--- src/rtl/host_matcher_pkg.sv ---
// host_matcher_pkg: shared host table widths and FSM state encoding
package host_matcher_pkg;
    localparam int HOST_ADDR_WIDTH  = 8;
    localparam int VALUE_DATA_WIDTH = 72;
    localparam int VALUE_SIZE       = 8;
    localparam logic [1:0] IDLE = 2'd0;
    localparam logic [1:0] SCAN = 2'd1;
    localparam logic [1:0] LAST = 2'd2;
    localparam logic [1:0] DONE = 2'd3;
endpackage

--- src/rtl/host_matcher.sv ---
// host_matcher: linear scan of a registered-read host table for the lowest entry equal to a key
module host_matcher
    import host_matcher_pkg::*;
#(
    parameter int ADDR_WIDTH = HOST_ADDR_WIDTH,
    parameter int DATA_WIDTH = VALUE_DATA_WIDTH + VALUE_SIZE
) (
    input  logic                  clk,
    input  logic                  reset_n,
    input  logic                  key_valid,
    input  logic [DATA_WIDTH-1:0] key_data,
    output logic                  key_ready,
    output logic [ADDR_WIDTH-1:0] ram_addr,
    input  logic [DATA_WIDTH-1:0] ram_q,
    output logic                  match_valid,
    output logic                  match_hit,
    output logic [ADDR_WIDTH-1:0] match_index,
    input  logic                  match_ready
);
    localparam logic [ADDR_WIDTH-1:0] LAST_ADDR = {ADDR_WIDTH{1'b1}};
    localparam logic [ADDR_WIDTH-1:0] ONE = {{(ADDR_WIDTH-1){1'b0}}, 1'b1};
    logic [1:0]            state;
    logic [ADDR_WIDTH-1:0] cnt;
    logic [DATA_WIDTH-1:0] key_reg;
    logic                  eq;
    assign eq          = ram_q == key_reg;
    assign key_ready   = state == IDLE;
    assign match_valid = state == DONE;
    assign ram_addr    = state == SCAN ? cnt : '0;
    // ram_q lags the address by one cycle, so cnt==0 in SCAN marks the first cycle with nothing to compare
    always_ff @(posedge clk or negedge reset_n) begin
        if (!reset_n) begin
            state       <= IDLE;
            cnt         <= '0;
            key_reg     <= '0;
            match_hit   <= 1'b0;
            match_index <= '0;
        end else begin
            case (state)
                IDLE: if (key_valid) begin
                    key_reg     <= key_data;
                    cnt         <= '0;
                    match_hit   <= 1'b0;
                    match_index <= '0;
                    state       <= SCAN;
                end
                SCAN: begin
                    cnt <= cnt + ONE;
                    if (cnt != '0 && eq) begin
                        match_hit   <= 1'b1;
                        match_index <= cnt - ONE;
                        state       <= DONE;
                    end else if (cnt == LAST_ADDR) begin
                        state <= LAST;
                    end
                end
                LAST: begin
                    match_hit   <= eq;
                    match_index <= eq ? LAST_ADDR : '0;
                    state       <= DONE;
                end
                default: if (match_ready) state <= IDLE;
            endcase
        end
    end
endmodule

--- config.mk ---
export PLATFORM = sky130hd
export DESIGN_NAME = host_matcher
export DESIGN_NICKNAME = d
export VERILOG_FILES = /design/src/rtl/host_matcher_pkg.sv /design/src/rtl/host_matcher.sv
export SDC_FILE = /design/constraint.sdc
export NUM_CORES = 1
export LEC_CHECK = 0
export CORE_AREA = 3 3 129 106
export CTS_CLUSTER_SIZE = 16
export DETAILED_ROUTE_END_ITERATION = 12
export DIE_AREA = 0 0 132 109
export PLACE_DENSITY = 0.76
export SYNTH_ARGS = -nofsm -noshare
export SYNTH_HDL_FRONTEND = slang
export SYNTH_SLANG_ARGS = --single-unit
--- constraint.sdc ---
create_clock -name clk -period 2.05 [get_ports clk]
set_input_delay 0.41 -clock clk [delete_from_list [all_inputs] [get_ports clk]]
set_output_delay 0.41 -clock clk [all_outputs]
set_load 0.05 [all_outputs]
==> run summary <==
status: complete, but fails checks
violated checks: negative setup slack
most common cell after layout, fill and taps aside: clkdlybuf4s50_1
initial DRC count: 148
Longest Clk Path Bufs: 2
DIE WIDTH: 132 microns
Syn. warnings: 0
Min-Delay Path Class: in -> async
mapped cell area: 5060 sq um
Worst-path clk slew: 0.07 ns
P per Cell Area: 1230 nW/um^2
ratio of cells with drive above 1 in the final layout: 25.7%
Initial Utilization: 41.2%
dpl hpwl: 10,100 microns
RSZ-0062 raised after global routing: yes
worst skew pair latency: 0.34 ns
routed wire length: 12,900 microns
Placed Cells: 764
MaxCap Viol Count: 0
crit path DAT: 2.42 ns
crit start category: primary input
Post-Synth Simple-Gate Area: 8.33%
Area contributors post-synth: dfrtp_1 (49%), mux2_2 (18%), xnor2_1 (9.3%)
fin util: 62.7%
CP Data Required Time: 2.27 ns
GRT Residual Overflow: 0
vias: 3,739
Synth Area in XOR/XNOR: 15.4%
R2R Setup Slk: -0.14 ns
cell leakage power: 3.29 nW
initial antenna violation count: 0
Synth Area in Compound Gates: 2.94%
#FFs+latches synth: 99
Hold Fails Final Rpt: 0
Clock Tree Root: clkbuf_16
die area: 14,400 sq um
WHS: 0.0605 ns
Syn Area/Cell: 12.5 sq um
max reg flops: 80
Port Buffer Count: 182
hold-fix buffers at CTS: 0
post-detailed-route count of antenna-violating nets: 0
die height: 109 microns
Adder-Cell Fraction of Synth Area: 1.73%
Place WS: -0.860 ns
Slew Viols, Final: 0
asr flop ratio synth: 100%
Final period util: 107%
routability congestion estimate: 0.805
Avg WL per Cell: 16.5 microns
final setup margin: -0.147 ns
Max FO, Critical Path: 8
net count reported at finish: 777
Clock Sink Count: 99
Via density: 4.78
P&R area growth vs syn: 52.1%
Setup Crit Path Kind: in -> reg
CTS Buf Count: 9
Total GRT Usage: 18.6%
relative slew slack: 62.4%
largest family of logic cells by synthesized area: multiplexers
total core area: 12,300 sq um
global-route wire length before repair: 21,200 microns
vias in the first global route: 4,227
post-synthesis sequential area ratio: 48.9%
cell taking the most area after synthesis: dfrtp_1
Setup Skew: 0.00855 ns
Synth Flop Type: dfrtp_1
mux cell area share after synthesis: 20.8%
Max IR drop VDD: 0.000501 V
largest net degree at the start of global routing: 49
Setup crit end kind: flip-flop
most frequent cells in the layout: clkdlybuf4s50_1 (126), dfrtp_1 (99), mux2_2 (80), xnor2_1 (53), dlygate4sd2_1 (44)
Post-Syn Instances: 404
detailed-router iteration count before antenna repair: 4
# diodes: 0
I/O pin count: 183
fin crit period: 2.20 ns
CTS tree: built
post-synth cell types: 37
FMAX: 0.455 GHz
Setup Viol. Count Final: 9
number of flops mapped to enable cells by yosys: 0
Synth Net Count: 575
Remaining DRCs: 0
Layout Cells excl Fill: 782
H-Tree Depth: 3
Least-Margin Pin Slew: 0.564 ns
share of the synthesized area in the top cell type: 48.9%
Site Rows: 36
## path summary, 6_finish.rpt
path | start | end | depth (start not counted)
worst max-delay path | ram_q[22] | match_index[1]$_DFFE_PN0P_ | 9
worst min-delay path | reset_n | key_reg[26]$_DFFE_PN0P_ | 1
worst max register to register | key_reg[51]$_DFFE_PN0P_ | match_index[1]$_DFFE_PN0P_ | 8
worst min register to register | match_index[6]$_DFFE_PN0P_ | match_index[6]$_DFFE_PN0P_ | 1
max in group asynchronous | reset_n | key_reg[29]$_DFFE_PN0P_ | 2
min in group clk | match_index[6]$_DFFE_PN0P_ | match_index[6]$_DFFE_PN0P_ | 1
## per-layer routing
metal  routed length [microns]  vias up  share of wire [%]  global-route usage [%]
met2                      6360      131                 49                    32.5
met4                       203        0                1.6                    5.85
met3                       911       17                7.1                    5.77
met1                      5400     1778                 42                    22.2
met5                         0        -                  0                       0
li1                          -     1813                  -                       -
## final cells by class
class | instances | area (sq um)
Timing Repair Buffer | 207 | 2100
Inverter | 5 | 18.8
Sequential cell | 99 | 2480
Clock buffer | 11 | 243
Clock inverter | 5 | 61.3
Tap cell | 171 | 214
Fill cell | 970 | 4590
Multi-Input combinational cell | 284 | 2600
## per-stage QoR
stage | instance area (sq um) | total power, mW | TNS [ns]
after global routing | 7710 | 10.1 | -2.18
final | 7710 | 9.50 | -1.22
after CTS | 7670 | 9.55 | -1.17
after global placement | 7340 | 7.52 | -8.56
after detailed placement | 7340 | 7.71 | -8.59
after floorplan | 5070 | 6.35 | 0
## timing repair
item | CTS | global route
setup buffers | 1 | 1
pin swaps | 48 | 7
hold endpoints to repair | 0 | 0
cloned | 0 | 0
endpoints found under the setup margin | 19 | 19
gates resized for setup | 58 | 6
## cells in the mapped netlist, types with 7 or more instances
cell type	number
and2_1	8
nand4_1	15
ha_1	7
clkbuf_1	10
dfrtp_1	99
o21ai_0	11
mux2_2	81
nand2_1	11
nor4_1	12
xnor2_1	54
nor2_1	8
xor2_1	35
mux2_4	8
## report_power, final
| part | total [mW] | internal [mW] | switching (mW) |
|---|---|---|---|
| registers | 3.55 | 2.89 | 0.654 |
| clock network | 1.73 | 0.987 | 0.738 |
| logic | 4.23 | 2.41 | 1.82 |
| total | 9.50 | 6.29 | 3.21 |
## kinds of logic after synthesis
logic type,Yosys count
XOR/XNOR,89
buffers and inverters,21
multiplexers,91
AO/OA/AOI/OAI,23
adder cells (fa/ha/maj),7
AND/OR/NAND/NOR,74
flip-flops,99
## worst max-delay path, cell delays in order
cell	delay (ns)
clkdlybuf4s50_1	0.48
xnor2_1	0.12
nand4_1	0.12
nor4_2	0.23
buf_4	0.15
and3_4	0.20
nand3b_4	0.11
a21o_4	0.29
mux2_4	0.31
(Power assumes the default switching activity.)
